===== config.mk =====
export PLATFORM = sky130hd
export DESIGN_NAME = ibpl_out
export DESIGN_NICKNAME = d
export VERILOG_FILES = /design/src/rtl/ibpl_pkg.sv /design/src/rtl/ibpl_out_chan.sv /design/src/rtl/ibpl_out.sv
export SDC_FILE = /design/constraint.sdc
export NUM_CORES = 1
export LEC_CHECK = 0
export ABC_AREA = 1
export BUFFER_PORTS_ARGS = -buffer_cell sky130_fd_sc_hd__buf_4
export CORE_MARGIN = 10
export CORE_UTILIZATION = 65
export DETAILED_ROUTE_END_ITERATION = 10
export PLACE_DENSITY_LB_ADDON = 0.15
export SLEW_MARGIN = 30
export SYNTH_ARGS = -nofsm -noshare
export SYNTH_HDL_FRONTEND = slang
export SYNTH_HIERARCHICAL = 1
export SYNTH_SLANG_ARGS = --single-unit

===== constraint.sdc =====
create_clock -name clk -period 8.45 [get_ports clk]
set_input_delay 1.69 -clock clk [delete_from_list [all_inputs] [get_ports clk]]
set_output_delay 1.69 -clock clk [all_outputs]
set_load 0.02 [all_outputs]

===== src/rtl/ibpl_pkg.sv =====
// Shared definitions for the IBPL output block: channel count, the
// short-detect threshold and the per-channel state encoding.
package ibpl_pkg;

  localparam int NUM_CHAN     = 6;
  localparam int SHORT_THRESH = 8;

  typedef enum logic [1:0] {
    IDLE    = 2'd0,
    ARM     = 2'd1,
    DRIVE   = 2'd2,
    RELEASE = 2'd3
  } chan_state_t;

endpackage


===== src/rtl/ibpl_out_chan.sv =====
// One IBPL output channel: direction/drive sequencing with a dead-time
// turnaround on both edges of the enable, plus a short detector that
// compares the synchronised pin readback against the level being driven.
module ibpl_out_chan
  import ibpl_pkg::*;
#(
  parameter bit INVERT      = 1'b0,
  parameter int DEAD_CYCLES = 4
) (
  input  logic clk,
  input  logic rst,
  input  logic enable,
  input  logic data,
  input  logic readback,
  output logic pin_out,
  output logic pin_dir,
  output logic short_det
);

  localparam logic [7:0] DEAD_LOAD = 8'(DEAD_CYCLES - 1);
  localparam int SHORT_W = $clog2(SHORT_THRESH + 1);
  localparam logic [SHORT_W-1:0] SHORT_MAX = SHORT_W'(SHORT_THRESH);

  chan_state_t state, next_state;
  logic [7:0] cnt, next_cnt;
  logic next_out, next_dir;
  logic [SHORT_W-1:0] short_cnt;
  logic mismatch;

  // State, dead-time counter and registered pin levels.
  always_ff @(posedge clk or posedge rst) begin
    if (rst) begin
      state   <= IDLE;
      cnt     <= '0;
      pin_out <= INVERT;
      pin_dir <= 1'b0;
    end else begin
      state   <= next_state;
      cnt     <= next_cnt;
      pin_out <= next_out;
      pin_dir <= next_dir;
    end
  end

  // Next state; a dropped enable wins over an expiring counter, and the
  // pin levels are computed from the next state so they track it without lag.
  always_comb begin
    next_state = state;
    next_cnt   = cnt;
    case (state)
      IDLE: begin
        if (enable) begin
          next_state = ARM;
          next_cnt   = DEAD_LOAD;
        end
      end
      ARM: begin
        if (!enable) begin
          next_state = RELEASE;
          next_cnt   = DEAD_LOAD;
        end else if (cnt == 8'd0) begin
          next_state = DRIVE;
        end else begin
          next_cnt = cnt - 8'd1;
        end
      end
      DRIVE: begin
        if (!enable) begin
          next_state = RELEASE;
          next_cnt   = DEAD_LOAD;
        end
      end
      RELEASE: begin
        if (cnt == 8'd0) begin
          next_state = IDLE;
        end else begin
          next_cnt = cnt - 8'd1;
        end
      end
      default: begin
        next_state = IDLE;
        next_cnt   = '0;
      end
    endcase
    next_dir = (next_state != IDLE);
    next_out = (next_state == DRIVE) ? (data ^ INVERT) : INVERT;
  end

  assign mismatch = (state == DRIVE) && (readback != pin_out);

  // Consecutive-mismatch counter, saturating at the detection threshold.
  always_ff @(posedge clk or posedge rst) begin
    if (rst) begin
      short_cnt <= '0;
    end else if (!mismatch) begin
      short_cnt <= '0;
    end else if (short_cnt != SHORT_MAX) begin
      short_cnt <= short_cnt + 1'b1;
    end
  end

  assign short_det = (short_cnt == SHORT_MAX);

endmodule


===== src/rtl/ibpl_out.sv =====
// IBPL output block top: six sequenced output channels, readback
// synchroniser, activity LED stretchers and the plugin error flag.
module ibpl_out
  import ibpl_pkg::*;
#(
  parameter bit invert_signals = 1'b0,
  parameter int DEAD_CYCLES    = 4,
  parameter int LED_HOLD       = 1_000_000
) (
  input  logic       clk,
  input  logic       rst,
  input  logic [7:0] internal_out,
  input  logic [7:0] output_enable,
  input  logic [7:0] input_enable,
  input  logic [7:0] output_act,
  input  logic [5:0] diob_in,
  output logic [5:0] diob_out,
  output logic [5:0] diob_dir,
  output logic [7:0] internal_in,
  output logic [7:0] diob_led1,
  output logic [7:0] diob_led2,
  output logic       plugin_error
);

  localparam int LED_W = $clog2(LED_HOLD + 1);
  localparam logic [LED_W-1:0] LED_LOAD = LED_W'(LED_HOLD);

  logic [5:0] sync1, sync2;
  logic [5:0] short_det;
  logic [5:0] led_on;
  logic [5:0] led2_q;
  logic       cfg_err;
  logic       unused_hi;

  assign unused_hi = ^{internal_out[7:6], output_enable[7:6],
                       input_enable[7:6], output_act[7:6]};

  // Two-flop synchroniser on the pin readback.
  always_ff @(posedge clk or posedge rst) begin
    if (rst) begin
      sync1 <= '0;
      sync2 <= '0;
    end else begin
      sync1 <= diob_in;
      sync2 <= sync1;
    end
  end

  assign internal_in = {2'b00, sync2 & input_enable[5:0]};

  for (genvar i = 0; i < NUM_CHAN; i++) begin : g_chan
    logic [LED_W-1:0] led_cnt;

    ibpl_out_chan #(
      .INVERT      (invert_signals),
      .DEAD_CYCLES (DEAD_CYCLES)
    ) u_chan (
      .clk       (clk),
      .rst       (rst),
      .enable    (output_enable[i]),
      .data      (internal_out[i]),
      .readback  (sync2[i]),
      .pin_out   (diob_out[i]),
      .pin_dir   (diob_dir[i]),
      .short_det (short_det[i])
    );

    // Activity stretcher: each strobe reloads, otherwise count down to zero.
    always_ff @(posedge clk or posedge rst) begin
      if (rst) begin
        led_cnt <= '0;
      end else if (output_act[i]) begin
        led_cnt <= LED_LOAD;
      end else if (led_cnt != '0) begin
        led_cnt <= led_cnt - 1'b1;
      end
    end

    assign led_on[i] = (led_cnt != '0);
  end

  assign diob_led1 = {2'b00, led_on};
  assign diob_led2 = {2'b00, led2_q};
  assign cfg_err   = |(input_enable[5:0] & ~output_enable[5:0]);

  // Registered enable mirror and combined configuration/short error.
  always_ff @(posedge clk or posedge rst) begin
    if (rst) begin
      led2_q       <= '0;
      plugin_error <= 1'b0;
    end else begin
      led2_q       <= output_enable[5:0];
      plugin_error <= cfg_err | (|short_det);
    end
  end

endmodule


==> results by group <==
Worst setup path
  • Dominant delay contributor by cell family on the critical path: buffers and inverters
  • Chain of cells forming the critical path: buf_4, nand2_1, inv_1, buf_4
  • Count of buffer and inverter cells on the critical path: 3
  • Data required time at the worst endpoint: 6760 ps
  • Sort of element at the end of the critical path: output port
  • Largest fanout of any net on the critical path: 2
  • CP max stage cell: sky130_fd_sc_hd__buf_4
  • Crit Path Class: in2out
  • Cell mode on critical path: sky130_fd_sc_hd__buf_4
  • Startpoint type of the worst setup path: input port
  • Worst path arrival time: 2050 ps
  • Worst Setup SP: input_enable[3]
  • Delay of the slowest critical-path stage: 140 ps
  • Worst r2r src: g_chan[3].led_cnt[0]

STA
  • Rel. slew slack: 46.6%
  • Final Skew: 9.77 ps
  • Slew Limit Fails: 0
  • Final worst path period share: 44.2%
  • Transition time at the pin with the least slew margin: 802 ps
  • Worst-case setup margin in the final layout: 4710 ps
  • F_max: 268 MHz
  • Setup repair after global routing missed its margin: no
  • Final Hold Vio Count: 0
  • Setup tns final: 0 ps
  • Final setup violating endpoints: 0
  • Minimum clock period after layout: 3740 ps

Place
  • Post-detail-place hpwl: 22.6 mm
  • RePlAce Congestion: 0.923
  • Count of buffers inserted at the top-level ports: 62
  • Pre-CTS setup slack: 4710 ps

Clock tree
  • Number of buffers added to fix hold violations after cts: 0
  • CTS buffer count: 26
  • Number of sinks driven by the clock tree: 235
  • Clock root buffer: sky130_fd_sc_hd__clkbuf_16
  • Clock tree from TritonCTS: done
  • Clock latency of the later-clocked register in the worst-skew pair: 520 ps
  • CTS clk-pin slew, worst paths: 60 ps
  • CTS H-tree depth: 1
  • Setup bufs post-CTS: 0
  • Post_cts resized: 0
  • Worst-case clock buffer depth: 3

GRT
  • GR Util met1: 28.6%
  • Wire length of the first global-routing pass: 54.1 mm
  • GR Layer Usage met2: 36.9%
  • Number of global-route vias before repair: 11889
  • Remaining global-route overflow: 0
  • Largest net degree at the start of global routing: 79
  • Met3 capacity usage during global routing: 2.76%
  • Antenna violations before repair: 0
  • Overall fraction of global-route tracks in use: 21.6%
  • Top Usage Layer GRT: met2

Floorplan
  • Number of cell rows: 54
  • Die height: 168 microns
  • Starting utilization of the core area: 65.9%
  • Die outline area: 0.0284 sq mm
  • Ports placed on the boundary: 77
  • Horiz. Die Dim: 168 microns
  • Core region area: 0.0218 sq mm

Synthesis
  • Async set-or-reset flop fraction in the synthesized netlist: 100%
  • Most instantiated flip-flop cell in the synthesis netlist: sky130_fd_sc_hd__dfrtp_1
  • Netlist Area Pre-Place: 0.0143 sq mm
  • Synthesized-area fraction occupied by and/or/nand/nor cells: 39.6%
  • Fraction of the mapped netlist area in compound gates: 4.48%
  • Seq/Total Area, Yosys: 41.0%
  • Distinct cell type count of the synthesized netlist: 43
  • Number of synthesized flops with an enable pin: 0
  • Largest family of logic cells by synthesized area: simple AND/OR/NAND/NOR gates
  • Arithmetic-cell share of the synthesized area counting full adders, half adders and majority gates: 3.14%
  • Post-synthesis average cell area: 7.28 sq um
  • Number of instances in the synthesized netlist: 1968
  • Portion of netlist area occupied by mux cells: 0%
  • Yosys Warn Count: 6
  • Post-Synth XOR/XNOR Area: 1.96%
  • Count of state elements after synthesis: 235

Power and ir drop
  • Worst supply voltage drop on vdd: 0.163 mV
  • Leakage power summed over all cells: 8.25 nW
  • Total power after layout: 3.96 mW
  • Areal power density over the cells: 248 mW/mm^2

Routing
  • Final ANT Viol Nets: 0
  • Mean number of vias per cell: 5.32
  • Detailed-route wire length: 31.0 mm
  • Remaining design rule violation count: 0
  • Starting DRT DRC Count: 873
  • 1st-pass router iterations: 5
  • Via count: 12474
  • Final routed wire length divided by cell count: 13.2 microns

Final layout
  • Share of layout cells above drive strength 1: 13.2%
  • Ant diodes: 0
  • Layout-stage area growth over the synthesis result: 11.2%
  • Final layout net count: 2119

Run status
  • Status: finished clean

Job
  • Max-cap check violation count: 0

Worst hold path
  • Hold Path Origin: sync1[0]
  • Worst min path class: reg2reg
kinds of logic after synthesis:
family                   count (synthesis)
XOR/XNOR                                32
AO/OA/AOI/OAI                          110
buffers and inverters                  340
flip-flops                             235
adder cells (fa/ha/maj)                 36
other                                    1
AND/OR/NAND/NOR                       1214
synthesized netlist by cell type (4+ instances only):
cell type	n	area share, %
sky130_fd_sc_hd__nand2_1	443	12
sky130_fd_sc_hd__nor2_1	354	9.3
sky130_fd_sc_hd__inv_1	307	8.0
sky130_fd_sc_hd__dfrtp_1	235	41
sky130_fd_sc_hd__nand3_1	179	6.3
sky130_fd_sc_hd__nor2_2	48	2.1
sky130_fd_sc_hd__nand4_1	41	1.8
sky130_fd_sc_hd__a21oi_1	37	1.3
sky130_fd_sc_hd__ha_1	36	3.1
sky130_fd_sc_hd__xor2_1	32	2.0
sky130_fd_sc_hd__nand2_2	28	1.2
sky130_fd_sc_hd__nor3_1	27	0.94
sky130_fd_sc_hd__o21ai_1	26	0.91
sky130_fd_sc_hd__nand3_2	21	1.5
sky130_fd_sc_hd__nand3b_1	18	0.94
sky130_fd_sc_hd__o21ai_0	16	0.56
sky130_fd_sc_hd__nor2_4	15	1.2
sky130_fd_sc_hd__nand2_4	11	0.86
sky130_fd_sc_hd__a21o_1	10	0.52
sky130_fd_sc_hd__nor4_1	8	0.35
sky130_fd_sc_hd__or2_2	8	0.35
sky130_fd_sc_hd__a211oi_1	6	0.31
sky130_fd_sc_hd__a21oi_2	6	0.37
sky130_fd_sc_hd__buf_4	6	0.31
sky130_fd_sc_hd__inv_2	6	0.16
sky130_fd_sc_hd__o21ai_2	6	0.37
sky130_fd_sc_hd__buf_12	5	0.70
sky130_fd_sc_hd__buf_2	5	0.17
sky130_fd_sc_hd__nor3_2	4	0.28
worst register-to-register path: stages (launching register included):
cell and delay (ps):
sky130_fd_sc_hd__dfrtp_1 370, sky130_fd_sc_hd__inv_1 160, sky130_fd_sc_hd__ha_1 260, sky130_fd_sc_hd__nand2_1 160, sky130_fd_sc_hd__nor2_2 230, sky130_fd_sc_hd__nand2_1 110, sky130_fd_sc_hd__clkinv_1 100, sky130_fd_sc_hd__nand2_1 60
sky130_fd_sc_hd__nand3_1 70, sky130_fd_sc_hd__nor2_1 50
flip-flops by register name, summed over array words and instances, names as in the netlist:
signal and flops:
g_chan.led_cnt 120, g_chan.u_chan/cnt 48, g_chan.u_chan/pin_dir 6, g_chan.u_chan/pin_out 6, g_chan.u_chan/short_cnt 24, g_chan.u_chan/state 12
led2_q 6, plugin_error 1, sync1 6, sync2 6
cells in the final DEF, fill, tap and decap left out, types with 16 or more instances in the layout:
cell	instances
sky130_fd_sc_hd__nand2_1	443
sky130_fd_sc_hd__nor2_2	48
sky130_fd_sc_hd__a21oi_1	37
sky130_fd_sc_hd__inv_1	306
sky130_fd_sc_hd__nand3_2	21
sky130_fd_sc_hd__nand3_1	179
sky130_fd_sc_hd__o21ai_1	26
sky130_fd_sc_hd__clkbuf_16	27
sky130_fd_sc_hd__nor3_1	27
sky130_fd_sc_hd__buf_4	63
sky130_fd_sc_hd__nand2_2	28
sky130_fd_sc_hd__nand4_1	41
sky130_fd_sc_hd__dfrtp_1	235
sky130_fd_sc_hd__o21ai_0	16
sky130_fd_sc_hd__xor2_1	32
sky130_fd_sc_hd__nor2_1	354
sky130_fd_sc_hd__nand3b_1	18
sky130_fd_sc_hd__ha_1	36
cell type report:
type / count / area (sq um)
fillers: 1742 / 5820
multi-input cells: 1398 / 7070
flip-flops and latches: 235 / 5880
repair buffers: 63 / 473
clock inverters: 9 / 148
well taps: 280 / 350
clock buffers: 39 / 801
inverters: 319 / 1210
metal layers:
layer / wire [microns] / share of wire (%) / vias to the layer above
li1: - / - / 6296
met1: 14000 / 45 / 5879
met2: 15200 / 49 / 266
met3: 1410 / 4.6 / 33
met4: 424 / 1.4 / 0
met5: 0 / 0 / -
worst paths after layout:
kind / to / slack, ps / depth (start not counted)
hold / removal: sync2[0] / 350 / 0
setup / recovery: internal_in[3] / 4710 / 4
max in group asynchronous: g_chan[4].led_cnt[12] / 5740 / 3
setup reg to reg: g_chan[3].led_cnt[10] / 6780 / 9
min in group asynchronous: g_chan[5].u_chan/short_cnt[3] / 1310 / 2
hold reg to reg: sync2[0] / 350 / 0
per-stage QoR:
stage          utilization (%)  std cells  hold slack (ps)  area [sq um]
2_1_floorplan                -       1973              331         14400
3_5_place_dp              68.9       2295              337         15000
4_1_cts                   73.2       2343              351         15900
3_3_place_gp              68.9       2295              333         15000
6_report                  73.2       2343              349         15900
5_1_grt                   73.2       2343              356         15900
power by group:
group / internal [mW] / switching (mW)
clock network: 0.774 / 0.455
logic: 0.430 / 0.799
registers: 1.32 / 0.185
Note: power is estimated with default switching activity, not from simulation.
